[src/rtl/reg_writeback_ctrl_if.sv]
// Bus bundle for reg_writeback_ctrl: ALU result input, load issue/response
// handshakes, register-file write port, scoreboard and error flag.
// Handshake rule: a load response transfers only in a cycle where
// ld_resp_valid && ld_resp_ready; a load issue is taken only when
// ld_issue && ld_issue_ready; alu_valid is always taken.
interface reg_writeback_ctrl_if #(
  parameter int DATA_W = 32,
  parameter int ADDR_W = 5,
  parameter int NREG   = 32
);
  logic              alu_valid;
  logic [ADDR_W-1:0] alu_rd;
  logic [DATA_W-1:0] alu_data;
  logic              ld_issue;
  logic [ADDR_W-1:0] ld_rd;
  logic              ld_issue_ready;
  logic              ld_resp_valid;
  logic [DATA_W-1:0] ld_resp_data;
  logic              ld_resp_ready;
  logic              rg_wrt_en;
  logic [ADDR_W-1:0] rg_wrt_addr;
  logic [DATA_W-1:0] rg_wrt_data;
  logic [NREG-1:0]   busy_mask;
  logic              proto_err;

  // Execute/memory side: produces results, consumes readiness and status.
  modport master (
    output alu_valid, alu_rd, alu_data, ld_issue, ld_rd,
           ld_resp_valid, ld_resp_data,
    input  ld_issue_ready, ld_resp_ready, rg_wrt_en, rg_wrt_addr,
           rg_wrt_data, busy_mask, proto_err
  );

  // Controller side.
  modport slave (
    input  alu_valid, alu_rd, alu_data, ld_issue, ld_rd,
           ld_resp_valid, ld_resp_data,
    output ld_issue_ready, ld_resp_ready, rg_wrt_en, rg_wrt_addr,
           rg_wrt_data, busy_mask, proto_err
  );
endinterface

[src/rtl/reg_writeback_ctrl.sv]
// Register-file write-port controller. Merges ALU results and in-order load
// responses into one registered write stream, tracks outstanding load
// destinations in a small FIFO and publishes a busy-register scoreboard.
// Optional build macro WB_STALL_CNT_EN adds ld_hold_cycles, a saturating
// count of cycles where a parked load response was blocked by the ALU.
module reg_writeback_ctrl #(
  parameter int DATA_W   = 32,
  parameter int ADDR_W   = 5,
  parameter int NREG     = 32,
  parameter int LD_DEPTH = 4
) (
  input  logic                  clk,
  input  logic                  reset,
  reg_writeback_ctrl_if.slave   bus
`ifdef WB_STALL_CNT_EN
  ,
  output logic [15:0]           ld_hold_cycles
`endif
);

  localparam int PW = $clog2(LD_DEPTH);
  localparam int CW = PW + 1;

  // Load destination FIFO
  logic [ADDR_W-1:0] q_rd_q [LD_DEPTH];
  logic [PW-1:0]     wr_ptr_q, wr_ptr_d;
  logic [PW-1:0]     rd_ptr_q, rd_ptr_d;
  logic [CW-1:0]     count_q, count_d;
  logic [CW-1:0]     count_after_pop;

  // Hold register for a load response that lost to the ALU
  logic              hold_v_q, hold_v_d;
  logic [ADDR_W-1:0] hold_rd_q, hold_rd_d;
  logic [DATA_W-1:0] hold_data_q, hold_data_d;

  // Registered write port and status
  logic              wr_en_q, wr_en_d;
  logic [ADDR_W-1:0] wr_addr_q, wr_addr_d;
  logic [DATA_W-1:0] wr_data_q, wr_data_d;
  logic [NREG-1:0]   busy_q, busy_d;
  logic              proto_q, proto_d;

  // Handshake decode
  logic              full, empty;
  logic              push, issue_drop;
  logic              resp_hs, accept, orphan;
  logic [ADDR_W-1:0] head_rd;

  // Write source selection
  logic              sel_valid, sel_is_load;
  logic [ADDR_W-1:0] sel_rd;
  logic [DATA_W-1:0] sel_data;
  logic              still_busy;
  logic [PW-1:0]     idx;

  assign full       = (count_q == CW'(LD_DEPTH));
  assign empty      = (count_q == '0);
  assign push       = bus.ld_issue && !full;
  assign issue_drop = bus.ld_issue && full;
  assign resp_hs    = bus.ld_resp_valid && !hold_v_q;
  assign accept     = resp_hs && !empty;
  assign orphan     = resp_hs && empty;
  assign head_rd    = q_rd_q[rd_ptr_q];

  // Pick this cycle's write source (ALU > hold > fresh response) and park
  // a response in the hold register when the ALU takes the port.
  always_comb begin
    sel_valid   = 1'b0;
    sel_is_load = 1'b0;
    sel_rd      = '0;
    sel_data    = '0;
    hold_v_d    = hold_v_q;
    hold_rd_d   = hold_rd_q;
    hold_data_d = hold_data_q;
    if (bus.alu_valid) begin
      sel_valid = 1'b1;
      sel_rd    = bus.alu_rd;
      sel_data  = bus.alu_data;
      if (accept) begin
        hold_v_d    = 1'b1;
        hold_rd_d   = head_rd;
        hold_data_d = bus.ld_resp_data;
      end
    end else if (hold_v_q) begin
      sel_valid   = 1'b1;
      sel_is_load = 1'b1;
      sel_rd      = hold_rd_q;
      sel_data    = hold_data_q;
      hold_v_d    = 1'b0;
    end else if (accept) begin
      sel_valid   = 1'b1;
      sel_is_load = 1'b1;
      sel_rd      = head_rd;
      sel_data    = bus.ld_resp_data;
    end
  end

  // FIFO pointer and occupancy update; pointers wrap naturally at LD_DEPTH.
  always_comb begin
    rd_ptr_d        = rd_ptr_q + PW'(accept);
    wr_ptr_d        = wr_ptr_q + PW'(push);
    count_after_pop = count_q - CW'(accept);
    count_d         = count_after_pop + CW'(push);
  end

  // Does any load still pending (queue after pop, or hold) target sel_rd?
  always_comb begin
    still_busy = 1'b0;
    idx        = '0;
    for (int i = 0; i < LD_DEPTH; i++) begin
      idx = rd_ptr_d + PW'(i);
      if ((CW'(i) < count_after_pop) && (q_rd_q[idx] == sel_rd))
        still_busy = 1'b1;
    end
    if (hold_v_d && (hold_rd_d == sel_rd))
      still_busy = 1'b1;
  end

  // Scoreboard, write port and sticky error next-state; set beats clear.
  always_comb begin
    busy_d = busy_q;
    if (sel_valid && sel_is_load && (sel_rd != '0) && !still_busy)
      busy_d[sel_rd] = 1'b0;
    if (push && (bus.ld_rd != '0))
      busy_d[bus.ld_rd] = 1'b1;
    busy_d[0] = 1'b0;

    wr_en_d   = sel_valid && (sel_rd != '0);
    wr_addr_d = wr_en_d ? sel_rd : wr_addr_q;
    wr_data_d = wr_en_d ? sel_data : wr_data_q;

    proto_d = proto_q || issue_drop || orphan;
  end

  // State registers with synchronous reset.
  always_ff @(posedge clk) begin
    if (reset) begin
      wr_ptr_q    <= '0;
      rd_ptr_q    <= '0;
      count_q     <= '0;
      hold_v_q    <= 1'b0;
      hold_rd_q   <= '0;
      hold_data_q <= '0;
      wr_en_q     <= 1'b0;
      wr_addr_q   <= '0;
      wr_data_q   <= '0;
      busy_q      <= '0;
      proto_q     <= 1'b0;
    end else begin
      wr_ptr_q    <= wr_ptr_d;
      rd_ptr_q    <= rd_ptr_d;
      count_q     <= count_d;
      hold_v_q    <= hold_v_d;
      hold_rd_q   <= hold_rd_d;
      hold_data_q <= hold_data_d;
      wr_en_q     <= wr_en_d;
      wr_addr_q   <= wr_addr_d;
      wr_data_q   <= wr_data_d;
      busy_q      <= busy_d;
      proto_q     <= proto_d;
    end
  end

  // FIFO storage; contents are qualified by count, so no reset needed.
  always_ff @(posedge clk) begin
    if (!reset && push)
      q_rd_q[wr_ptr_q] <= bus.ld_rd;
  end

`ifdef WB_STALL_CNT_EN
  logic [15:0] hold_cnt_q, hold_cnt_d;

  // Saturating count of cycles with a parked response blocked by the ALU.
  always_comb begin
    hold_cnt_d = hold_cnt_q;
    if (hold_v_q && bus.alu_valid && (hold_cnt_q != 16'hFFFF))
      hold_cnt_d = hold_cnt_q + 16'd1;
  end

  // Stall counter register.
  always_ff @(posedge clk) begin
    if (reset) hold_cnt_q <= '0;
    else       hold_cnt_q <= hold_cnt_d;
  end

  assign ld_hold_cycles = hold_cnt_q;
`endif

  assign bus.ld_issue_ready = !full;
  assign bus.ld_resp_ready  = !hold_v_q;
  assign bus.rg_wrt_en      = wr_en_q;
  assign bus.rg_wrt_addr    = wr_addr_q;
  assign bus.rg_wrt_data    = wr_data_q;
  assign bus.busy_mask      = busy_q;
  assign bus.proto_err      = proto_q;

endmodule

[src/flat_wrapper.sv]
// flat-port wrapper written by rule: the top's interface ports become plain ports
module reg_writeback_ctrl_flat 
#(
  parameter int DATA_W   = 32,
  parameter int ADDR_W   = 5,
  parameter int NREG     = 32,
  parameter int LD_DEPTH = 4
)
  (clk, reset, bus_alu_valid, bus_alu_rd, bus_alu_data, bus_ld_issue, bus_ld_rd, bus_ld_resp_valid, bus_ld_resp_data, bus_ld_issue_ready, bus_ld_resp_ready, bus_rg_wrt_en, bus_rg_wrt_addr, bus_rg_wrt_data, bus_busy_mask, bus_proto_err);
  reg_writeback_ctrl_if #(.DATA_W(DATA_W), .ADDR_W(ADDR_W), .NREG(NREG)) bus_i ();
  input  logic clk;
  input  logic reset;
  input wire logic [$bits(bus_i.alu_valid)-1:0] bus_alu_valid;
  input wire logic [$bits(bus_i.alu_rd)-1:0] bus_alu_rd;
  input wire logic [$bits(bus_i.alu_data)-1:0] bus_alu_data;
  input wire logic [$bits(bus_i.ld_issue)-1:0] bus_ld_issue;
  input wire logic [$bits(bus_i.ld_rd)-1:0] bus_ld_rd;
  input wire logic [$bits(bus_i.ld_resp_valid)-1:0] bus_ld_resp_valid;
  input wire logic [$bits(bus_i.ld_resp_data)-1:0] bus_ld_resp_data;
  output wire logic [$bits(bus_i.ld_issue_ready)-1:0] bus_ld_issue_ready;
  output wire logic [$bits(bus_i.ld_resp_ready)-1:0] bus_ld_resp_ready;
  output wire logic [$bits(bus_i.rg_wrt_en)-1:0] bus_rg_wrt_en;
  output wire logic [$bits(bus_i.rg_wrt_addr)-1:0] bus_rg_wrt_addr;
  output wire logic [$bits(bus_i.rg_wrt_data)-1:0] bus_rg_wrt_data;
  output wire logic [$bits(bus_i.busy_mask)-1:0] bus_busy_mask;
  output wire logic [$bits(bus_i.proto_err)-1:0] bus_proto_err;
  assign bus_i.alu_valid = bus_alu_valid;
  assign bus_i.alu_rd = bus_alu_rd;
  assign bus_i.alu_data = bus_alu_data;
  assign bus_i.ld_issue = bus_ld_issue;
  assign bus_i.ld_rd = bus_ld_rd;
  assign bus_i.ld_resp_valid = bus_ld_resp_valid;
  assign bus_i.ld_resp_data = bus_ld_resp_data;
  assign bus_ld_issue_ready = bus_i.ld_issue_ready;
  assign bus_ld_resp_ready = bus_i.ld_resp_ready;
  assign bus_rg_wrt_en = bus_i.rg_wrt_en;
  assign bus_rg_wrt_addr = bus_i.rg_wrt_addr;
  assign bus_rg_wrt_data = bus_i.rg_wrt_data;
  assign bus_busy_mask = bus_i.busy_mask;
  assign bus_proto_err = bus_i.proto_err;
  reg_writeback_ctrl #(.DATA_W(DATA_W), .ADDR_W(ADDR_W), .NREG(NREG), .LD_DEPTH(LD_DEPTH)) u_core (.clk(clk), .reset(reset), .bus(bus_i));
endmodule
[config.mk]
export PLATFORM = sky130hd
export DESIGN_NAME = reg_writeback_ctrl_flat
export DESIGN_NICKNAME = d
export VERILOG_FILES = /design/src/rtl/reg_writeback_ctrl_if.sv /design/src/rtl/reg_writeback_ctrl.sv /design/src/flat_wrapper.sv
export SDC_FILE = /design/constraint.sdc
export NUM_CORES = 1
export LEC_CHECK = 0
export ABC_AREA = 1
export CORE_ASPECT_RATIO = 1.5
export CORE_MARGIN = 2
export CORE_UTILIZATION = 30
export DETAILED_ROUTE_END_ITERATION = 6
export PLACE_DENSITY = 0.58
export SYNTH_ARGS = -nofsm -noshare
export SYNTH_HDL_FRONTEND = slang
export SYNTH_SLANG_ARGS = --single-unit
[constraint.sdc]
create_clock -name clk -period 6.66 [get_ports clk]
set_input_delay 1.332 -clock clk [delete_from_list [all_inputs] [get_ports clk]]
set_output_delay 1.332 -clock clk [all_outputs]
set_load 0.02 [all_outputs]
Word level (Yosys, flattened, before mapping):

Memory sizes are Yosys's and may differ from the RTL's. A register that Yosys moved wholly into a read port is not among the register bits.
Cells that the tools add are included.

* bits in registers: 116
* bits in writable memories: 20
* output and inout port bits: 73
* memories kept: 1

* $add $sub $neg: 7
* magnitude comparators: 8
* eq/ne operators: 6
* muxes and demuxes: 28
* bitwise operators: 3
* reduce and logical (&&, ||, !) cells: 29

Memories
* u_core.q_rd_q: depth 4, width 5, rd ports 5, clocked after Yosys merged registers in 1, wr ports 1, line reg_writeback_ctrl.sv:25 `logic [ADDR_W-1:0] q_rd_q [LD_DEPTH];`

Operator list (count)
* two-way mux 32 bit: 5
* bitwise AND 32 bit: 1
* inverter 32 bit: 1
* OR 32 bit: 1
* == test 5 bit: 5
* two-way mux 5 bit: 5
* logical AND 1 bit: 18
* two-way mux 1 bit: 15
* less-than comparator 5 x 6 -> 1 bit, second input constant: 2
* demux 1 bit (select 5 bit): 2
* >= comparator 5 x 1 -> 1 bit, second input constant: 2
* nonzero test 5 bit: 2
* less-than comparator 1 x 3 -> 1 bit, first input constant: 2
* less-than comparator 2 x 3 -> 1 bit, first input constant: 2
* logical NOT 1 bit: 5
* adder 2 x 1 -> 2 bit: 2
* adder 2 bit, second input constant: 2
* adder 3 x 1 -> 3 bit: 1
* == test 3 bit, second input constant: 1
* logical NOT 3 bit: 1
* subtractor 3 x 1 -> 3 bit: 1
* adder 2 x 1 -> 2 bit, second input constant: 1
* logical OR 1 bit: 2
* two-way mux 2 bit: 1
* AND reduction 2 bit: 1

Depth between registers and ports, before layout:

Gate-level depths: netlist (run 1).

* depth after elaboration: 18
* depth in mapped cells: 24
* depth with buffers taken out: 21

Worst setup path before layout (run 1):

Ideal clock, no wire load.

* path kind: input -> register
* from: input port bus_ld_resp_valid
* to: register u_core.busy_q[19], in the netlist u_core.bus.busy_mask[19]
* arrival time: 3.730 ns
* path slack: 2.798 ns
* stages: 20
* path buffers: 5
* path through: nand2_1 a21oi_2 buf_4 clkbuf_1 ha_1 buf_2 buf_2 o21ai_0 nand2_1 o21ai_1 nand3_1 nand2_1 nor2_1 nand3_1 nand2_1 nor2_4 buf_6 nand3_2 nand2_1 a21oi_1

RTL lines
* start, declared: line flat_wrapper.sv:18 `input wire logic [$bits(bus_i.ld_resp_valid)-1:0] bus_ld_resp_valid;`
* logical AND 1 bit *: line reg_writeback_ctrl.sv:60 `assign resp_hs = bus.ld_resp_valid && !hold_v_q;`
* logical AND 1 bit *: line reg_writeback_ctrl.sv:61 `assign accept = resp_hs && !empty;`
* adder 2 x 1 -> 2 bit *: line reg_writeback_ctrl.sv:100 `rd_ptr_d = rd_ptr_q + PW'(accept);`
* net u_core.rd_ptr_d[0]: line reg_writeback_ctrl.sv:27 `logic [PW-1:0] rd_ptr_q, rd_ptr_d;`
* adder 2 x 1 -> 2 bit / memory (4 x 5 bit) (equally long branches)
* memory (4 x 5 bit) *
* == test 5 bit / logical AND 1 bit (equally long branches): line reg_writeback_ctrl.sv:112 `if ((CW'(i) < count_after_pop) && (q_rd_q[idx] == sel_rd))`
* logical AND 1 bit / two-way mux 1 bit (equally long branches): line reg_writeback_ctrl.sv:112
* two-way mux 1 bit (2 in a row): line reg_writeback_ctrl.sv:112
* two-way mux 1 bit *: line reg_writeback_ctrl.sv:112
* two-way mux 1 bit *: line reg_writeback_ctrl.sv:115 `if (hold_v_d && (hold_rd_d == sel_rd))`
* logical NOT 1 bit *: line reg_writeback_ctrl.sv:122 `if (sel_valid && sel_is_load && (sel_rd != '0) && !still_busy)`
* logical AND 1 bit *: line reg_writeback_ctrl.sv:122
* two-way mux 32 bit *: line reg_writeback_ctrl.sv:122
* OR 32 bit (no line)
* two-way mux 32 bit *: line reg_writeback_ctrl.sv:124 `if (push && (bus.ld_rd != '0))`
* end signal, assigned: line reg_writeback_ctrl.sv:159 `busy_q <= busy_d;`
* end, declared: line reg_writeback_ctrl.sv:40 `logic [NREG-1:0] busy_q, busy_d;`

Mark *: on every way through the listed nets, which the timed path passes. The rest lies on a longest branch.
A chain may end at the register's enable or synchronous reset.

Worst setup path after layout (run 1):

* from: input port bus_alu_valid
* to: register u_core.busy_q[10], in the netlist u_core.bus.busy_mask[10]

* word-level cells in the longest chain between the ends: 13

Ends and longest elaborated chain
* start, declared: line flat_wrapper.sv:13 `input wire logic [$bits(bus_i.alu_valid)-1:0] bus_alu_valid;`
* parallel branches: the longest is 10 deep, another holds less-than comparator 5 x 6 -> 1 bit
* two-way mux 32 bit *: line reg_writeback_ctrl.sv:122
* OR 32 bit (no line)
* two-way mux 32 bit *: line reg_writeback_ctrl.sv:124

Mark *: on every way between the ends.

==> metrics.txt, run 1 <==
Seq cells post-synth 135; Worst Path Required 6920 ps; run status complete, no violations; syn_area_per_cell 6.885 um2; dominant synthesized flop cell dfxtp_1; CTS tree done; ant diodes 0; vias in the first global route 6,697; area of the multi-input gates 0.003674 mm2; number of port buffers 150; WS Path Type in -> reg; Final Power 3.193 mW; Syn-to-layout area delta 30.77%; row count 69; WHS 461.6 ps; nets@finish 1,235; post-route ant nets 0; # fillers 2,499; grt total ovfl 0; Lkg Pwr 3.420 nW; fin. max-slew vios 0; die height 192.6 um; number of synthesized flops with an enable pin 20; HP Class reg -> reg; hold-fix buffers at CTS 0; post-DR vias/cell 4.750; Sequential Area 0.002903 mm2; Unique masters post-synth 34; Syn Inst Count 1,033; Routed WL 22.32 mm; arrival time of the worst setup path 4960 ps; critical path launch point type input pin; # DRC 0; final critical-path required period 4700 ps; peak supply drop 0.1845 mV; Clock Path Buffers 2; Fin. Hold Viols 0; Synth Cell Area 0.007112 mm2; GRT Overall Usage 17.97%; setup repair after global routing missed its margin no; Max Cap Viol 0; die area 0.02498 mm2; Worst-Margin Slew 1106 ps; clk_skew 10.53 ps; total core area 0.02348 mm2; 1st-iter DRT viols 380; wire length per cell 15.06 um; yosys warns 0; sequential-to-total area share from yosys stat 40.82%; post-CTS setup-driven buffer insertion count 0; total nets after synthesis 1,118; Starting Density 30.29%; first-pass GRT wire length 34.85 mm; crit path max fanout 71; DR pass1 iterations 5; Core Util, Final 39.60%; vias 7,039; setup violators final 0; setup TNS 0 ps; # clock sinks 135; Clock Pin Slew Worst Setup and Hold Paths 60 ps; htree depth 4; CP endpoint kind flop; final period utilization 70.57%; clk_lat worst skew 420 ps; Synth async-reset ratio 0%; die width 129.7 um; root buf cell clkbuf_16; Slew Limit Headroom 26.11%; I/O pin count 152; CTS resizes 0; Post-DP HPWL 15.92 mm; CTS Buf Count 17; power density cells 343.3 mW/mm2; maximum number of pins on one net before global-route repair 82; initial antenna violation count 0; ratio of cells with drive above 1 in the final layout 8.684%; f_max 212.8 MHz; Placer Congestion 0.9203
## cell usage after synthesis, types with 2 or more instances
| cell type | count | area, um2 |
|---|---|---|
| nand2_4 | 3 | 33.78 |
| buf_6 | 7 | 78.83 |
| clkbuf_1 | 36 | 135.1 |
| buf_2 | 7 | 35.03 |
| nand3_1 | 114 | 570.6 |
| nor2_2 | 2 | 12.51 |
| nand2_1 | 336 | 1261 |
| or2_2 | 4 | 25.02 |
| dfxtp_1 | 115 | 2302 |
| o21ai_0 | 68 | 340.3 |
| edfxtp_1 | 20 | 600.6 |
| o21ai_1 | 29 | 145.1 |
| nand2_2 | 10 | 62.56 |
| buf_4 | 7 | 52.55 |
| a21oi_1 | 82 | 410.4 |
| a31oi_1 | 2 | 12.51 |
| inv_1 | 52 | 195.2 |
| nor2_1 | 68 | 255.2 |
| inv_2 | 10 | 37.54 |
| nor3_1 | 4 | 20.02 |
| nand3_2 | 32 | 320.3 |
| ha_1 | 6 | 75.07 |
| nand3b_1 | 6 | 45.04 |
| clkinv_1 | 2 | 7.510 |
| or2_1 | 2 | 12.51 |
## worst max-delay path, cell delays in order
cell and delay [ps]:
clkdlybuf4s50_1 560, inv_2 820, or2_2 300, nand2_2 150, inv_2 180, nor2_1 100
nand3_1 160, nand2_1 120, nor2_4 850, nand3_1 150, nand2_1 110, a21oi_1 60
## layout make-up
type / count / area share, %
Clock buffer: 19 / 4.655
Clock inverter: 13 / 1.184
Inverter: 64 / 2.583
Multi-Input combinational cell: 776 / 39.50
Sequential cell: 135 / 31.21
Tap cell: 319 / 4.292
Timing Repair Buffer: 156 / 16.57
## path summary, 6_finish.rpt
kind,start,slack (ps),endpoint,cells after the start
max,bus_alu_valid,1960,u_core.bus.busy_mask[10],12
min,u_core.hold_data_q[7],460,u_core.hold_data_q[7],2
max reg2reg,u_core.count_q[0],2920,u_core.bus.busy_mask[10],16
min reg2reg,u_core.hold_data_q[7],460,u_core.hold_data_q[7],2
## where the power goes
| part | total (mW) | internal [mW] | switching [mW] |
|---|---|---|---|
| Combinational | 1.34 | 0.444 | 0.897 |
| Sequential | 0.970 | 0.913 | 0.0573 |
| Clock | 0.882 | 0.486 | 0.396 |
## stage by stage
step                      worst slack (ps)  cells  instance area (um2)
after CTS                             1945   1482                 9300
after floorplan                       2798   1033                 7112
after global routing                  1620   1482                 9300
after detailed placement              1498   1450                 8757
final                                 1960   1482                 9300
after global placement                1473   1450                 8757
## cells by family after synthesis
group                      after synthesis  share of synthesized area (%)
AOI/OAI and AO/OA                      185                          13.21
xor gates and xnor gates                 1                         0.1232
other                                    1                        0.05273
adders and majority gates                6                          1.056
and+or+nand+nor                        583                          37.07
DFF                                    135                          40.82
buffers and inverters                  122                          7.671
## sequential cells by signal, indices dropped and copies added, names as in the netlist
| register | count |
|---|---|
| u_core.bus.rg_wrt_addr | 5 |
| u_core.hold_data_q | 32 |
| u_core.hold_rd_q | 5 |
| u_core.bus.rg_wrt_en | 1 |
| u_core.bus.rg_wrt_data | 32 |
| u_core.bus.busy_mask | 31 |
| u_core.rd_ptr_q | 2 |
| u_core.count_q | 3 |
| u_core.wr_ptr_q | 2 |
| u_core.bus.proto_err | 1 |
| u_core.q_rd_q | 20 |
| u_core.hold_v_q | 1 |
## cell usage in the layout (no fill, tap or decap), drive strengths merged, types with 6 or more instances in the layout
cell / count
or2: 6
ha: 6
clkdlybuf4s50: 149
a21oi: 83
dfxtp: 115
nand3b: 6
nand2: 349
nor2: 71
buf: 7
inv: 70
nand3: 146
o21ai: 97
edfxtp: 20
clkbuf: 19
## routing by layer
layer,routed length (um),GRT usage [%],up-vias
li1,-,-,3613
met2,11560,32.38,166
met4,628,7.982,0
met3,817,2.856,40
met5,0,0,-
met1,9314,20.65,3220
No activity file was read; power rests on OpenSTA's default activity.
==> inputs of run 2 (changes only) <==
- PLACE_DENSITY: 0.58 -> 0.6
- clock period: 6.66 -> 3.9 ns (I/O delays scaled with it)
==> run 2 against run 1 <==
- global-route usage is 0.065 points higher
- register-to-register slack got worse by 2200 ps
- worst setup slack got worse by 1700 ps
- critical endpoint is now u_core.bus.busy_mask[28]
- largest cell class unchanged
==> metrics.txt, run 2 (synthesis results as in run 1) <==
run status complete, no violations; most common cell after layout, fill and taps aside nand2_1; CP endpoint kind flop; Placer Congestion 0.9192 (-0.12%); Core Util, Final 41.76% (+2.2 points); Post-DP HPWL 15.88 mm (-0.27%); Lkg Pwr 3.721 nW (+8.8%); row count 69 (unchanged); Fin. Hold Viols 0 (unchanged); die width 129.7 um (unchanged); arrival time of the worst setup path 3890 ps (-1070 ps); Final Power 6.081 mW (+90%); htree depth 4 (unchanged); # DRC 0 (unchanged); Starting Density 30.29% (unchanged); number of port buffers 150 (unchanged); clk_lat worst skew 440 ps (+20 ps); die height 192.6 um (unchanged); Clock Pin Slew Worst Setup and Hold Paths 60 ps (about the same); clk_skew 9.852 ps (-0.6801 ps); most frequent cells in the layout nand2_1, clkdlybuf4s50_1, dfxtp_1; Max Cap Viol 0 (unchanged); initial antenna violation count 0 (unchanged); Slew Limit Headroom 41.43% (+15 points); GRT Overall Usage 18.03% (+0.065 points); f_max 277.4 MHz; HP Class reg -> reg; 1st-iter DRT viols 388 (+2.1%); Worst Path Required 4190 ps (-2730 ps); root buf cell clkbuf_16; first-pass GRT wire length 34.93 mm (+0.26%); wire length per cell 14.38 um (-4.5%); Syn-to-layout area delta 37.88%; critical path launch point type input pin; post-placement setup slack -498.2 ps (-1996 ps); CTS Buf Count 17 (unchanged); crit path max fanout 39 (-45%); Clock Path Buffers 2 (unchanged); ant diodes 0 (unchanged); ratio of cells with drive above 1 in the final layout 12.08% (+3.4 points); Routed WL 21.98 mm (-1.5%); post-route ant nets 0 (unchanged); total core area 0.02348 mm2 (unchanged); DR pass1 iterations 4 (-1); power density cells 620.1 mW/mm2 (+81%); setup TNS 0 ps (unchanged); final period utilization 92.44%; vias in the first global route 7,010 (+4.7%); setup repair after global routing missed its margin no; setup violators final 0 (unchanged); final critical-path required period 3605 ps; CTS tree done; WS Path Type in -> reg; fin. max-slew vios 0 (unchanged); post-DR vias/cell 4.715 (-0.72%); nets@finish 1,281 (+3.7%); Worst-Margin Slew 878.5 ps (-227.2 ps); peak supply drop 0.3974 mV (+120%); grt total ovfl 0 (unchanged); I/O pin count 152 (unchanged); # clock sinks 135 (unchanged); setup ws final 294.9 ps (-1665 ps); die area 0.02498 mm2 (unchanged); vias 7,205 (+2.4%); reg2reg setup slack 690 ps (-2230 ps); maximum number of pins on one net before global-route repair 83 (+1.2%); hold-fix buffers at CTS 0 (unchanged)
==> run 2: timing repair <==
item                                    in CTS  in global routing
resized for setup                            1                  0
buffers inserted                             0                  1
cloned                                       1                  0
pin swaps                                    1                  2
endpoints found under the setup margin       3                 19
==> run 2: power breakdown <==
group          internal (mW)  switching, mW
combinational           1.02           1.62
sequential              1.56         0.0797
clock                   1.14          0.663
total                   3.72           2.36
==> run 2: through the flow <==
step	area, um2	cells	hold slack, ps
after global placement	9125	1494	448.2
after global routing	9806	1528	476.6
after floorplan	7112	1033	440.3
after CTS	9786	1527	460.5
after detailed placement	9125	1494	451.7
final	9806	1528	458.2
==> run 2: path summary, 6_finish.rpt <==
kind / start / to / cells after the start
max: bus_ld_resp_valid / u_core.bus.busy_mask[28] / 18
min: u_core.bus.busy_mask[1] / u_core.bus.busy_mask[1] / 2
max reg2reg: u_core.hold_v_q / u_core.bus.busy_mask[28] / 18
min reg2reg: u_core.bus.busy_mask[1] / u_core.bus.busy_mask[1] / 2
==> run 2: final cells by class <==
type	count	area, um2
clock buffer	18	429.2
tap	319	399.1
clock inverter	14	220.2
inverter	64	240.2
fill	2477	13680
timing repair buffer	201	1929
sequential	135	2903
multi-input combinational	777	3685
==> run 2: layer usage <==
| metal | global-route usage [%] | vias up | part of all wire (%) |
|---|---|---|---|
| met5 | 0 | - | 0 |
| met4 | 7.486 | 0 | 2.9 |
| met3 | 3.660 | 38 | 4.7 |
| met2 | 33.53 | 189 | 52 |
| met1 | 19.57 | 3265 | 40 |
| li1 | - | 3713 | - |
==> run 2: critical path, cell delays in order <==
cell and delay (ps):
clkdlybuf4s50_1 480, nand2_1 90, a21oi_4 190, buf_4 430, ha_1 230, ha_1 160
or2_2 120, nand2_1 60, nor2_1 140, nand2_1 90, nand2_1 90, nor2_1 50
nand3_1 80, nand2_1 180, nor2_4 470, nand3_2 110, nand2_1 80, a21oi_1 50
==> variant (flow settings as in run 2) <==
`ADDR_W` is set to 5 in 3 places; all go to 3.
--- a/src/rtl/reg_writeback_ctrl_if.sv
+++ b/src/rtl/reg_writeback_ctrl_if.sv
@@ -7,3 +7,3 @@
   parameter int DATA_W = 32,
-  parameter int ADDR_W = 5,
+  parameter int ADDR_W = 3,
   parameter int NREG   = 32
--- a/src/rtl/reg_writeback_ctrl.sv
+++ b/src/rtl/reg_writeback_ctrl.sv
@@ -7,3 +7,3 @@
   parameter int DATA_W   = 32,
-  parameter int ADDR_W   = 5,
+  parameter int ADDR_W   = 3,
   parameter int NREG     = 32,
--- a/src/flat_wrapper.sv
+++ b/src/flat_wrapper.sv
@@ -4,3 +4,3 @@
   parameter int DATA_W   = 32,
-  parameter int ADDR_W   = 5,
+  parameter int ADDR_W   = 3,
   parameter int NREG     = 32,
Interface: changed (resized bus_alu_rd, bus_ld_rd and bus_rg_wrt_addr); port bits go from 152 to 146. No check against the original RTL was run, so the function may have changed too.
==> variant against run 2 <==
Sequential cell count is 36 lower. Setup slack improved by 0.51 ns. Clock power fell by 50%. Register-to-register slack improved by 0.51 ns. Global-route usage is 2.3 points lower. Routed wire length decreased by 33%. Final area shrank 32%. Area after synthesis down 28%. Total power down 37%. Critical path type unchanged. Largest cell class unchanged. Highest routed layer unchanged.
==> variant: results (changes against run 2) <==
Sequential share of the synthesized area: 0.411 (+0.00310)
Count of vias placed by the detailed router: 5,027 (-30%)
Port-buffer cells: 120 (-20%)
Post-synthesis xor/xnor area fraction: 0.00171 (+0.000482)
Hold Path Origin: u_core.hold_data_q[30]
Post-Route Skew: 0.0107 ns (+0.000884 ns)
Insertion delay to the later sink of the worst-skew pair: 0.34 ns (-0.10 ns)
Leak: 2.62 nW (-30%)
Post-CTS Resized: 0 (-1)
Reg-to-reg critical path startpoint: u_core.count_q[0]
Overall fraction of global-route tracks in use: 0.158 (-0.0226)
Top cells by area in the synthesized netlist: sky130_fd_sc_hd__dfxtp_1, sky130_fd_sc_hd__nand2_1, sky130_fd_sc_hd__nand3_1, sky130_fd_sc_hd__edfxtp_1, sky130_fd_sc_hd__o21ai_0
Worst-case setup margin in the final layout: 0.806 ns (+0.511 ns)
Number of DRC markers after the initial detailed-route iteration: 233 (-40%)
Number of buffers created by CTS: 9 (-8)
Endpoint of the worst setup timing path: u_core.bus.busy_mask[3]
Detailed-placement wirelength estimate: 10.5 mm (-34%)
Transition time of the tightest slew-check pin: 0.687 ns (-0.191 ns)
Global-route wire length before repair: 23.1 mm (-34%)
Result of the run: complete, no violations
H-tree depth reported by CTS: 3 (-1)
Adder and majority cell fraction of the synthesized area: 0.0147 (+0.00413)
Via count of the first global-routing pass: 4,754 (-32%)
Area fraction in compound gates after synthesis: 0.137 (+0.00472)
Total Routed Length: 14.7 mm (-33%)
Max Fanout on Critical Path: 37 (-5.1%)
End of the worst hold path: u_core.hold_data_q[30]
Register-to-register setup slack: 1.20 ns (+0.51 ns)
Placement-stage cell area: 6370 um2 (-30%)
# nets final: 924 (-28%)
## variant: metal layers
metal | part of all wire | routed length (um) | global-route usage | up-vias
li1 | - | - | - | 2604
met1 | 0.41 | 6010 | 0.173 | 2293
met2 | 0.54 | 7900 | 0.305 | 116
met3 | 0.035 | 513 | 0.0236 | 14
met4 | 0.018 | 257 | 0.0597 | 0
met5 | 0 | 0 | 0 | -
## variant: final cells by class
type	count	share of cell area
Tap cell	210	0.0394
Clock inverter	4	0.00770
Multi-Input combinational cell	553	0.381
Inverter	49	0.0278
Sequential cell	99	0.315
Timing Repair Buffer	131	0.192
Clock buffer	11	0.0364
## variant: metrics by stage
stage               instances  hold slack [ns]
detailed placement       1042            0.454
global route             1057            0.474
floorplan                 768            0.441
CTS                      1057            0.465
global placement         1042            0.448
finish                   1057            0.463
## variant: power by group
group,internal (mW),switching [mW]
combinational,0.614,1.05
clock,0.512,0.385
sequential,1.17,0.0886
total,2.30,1.53
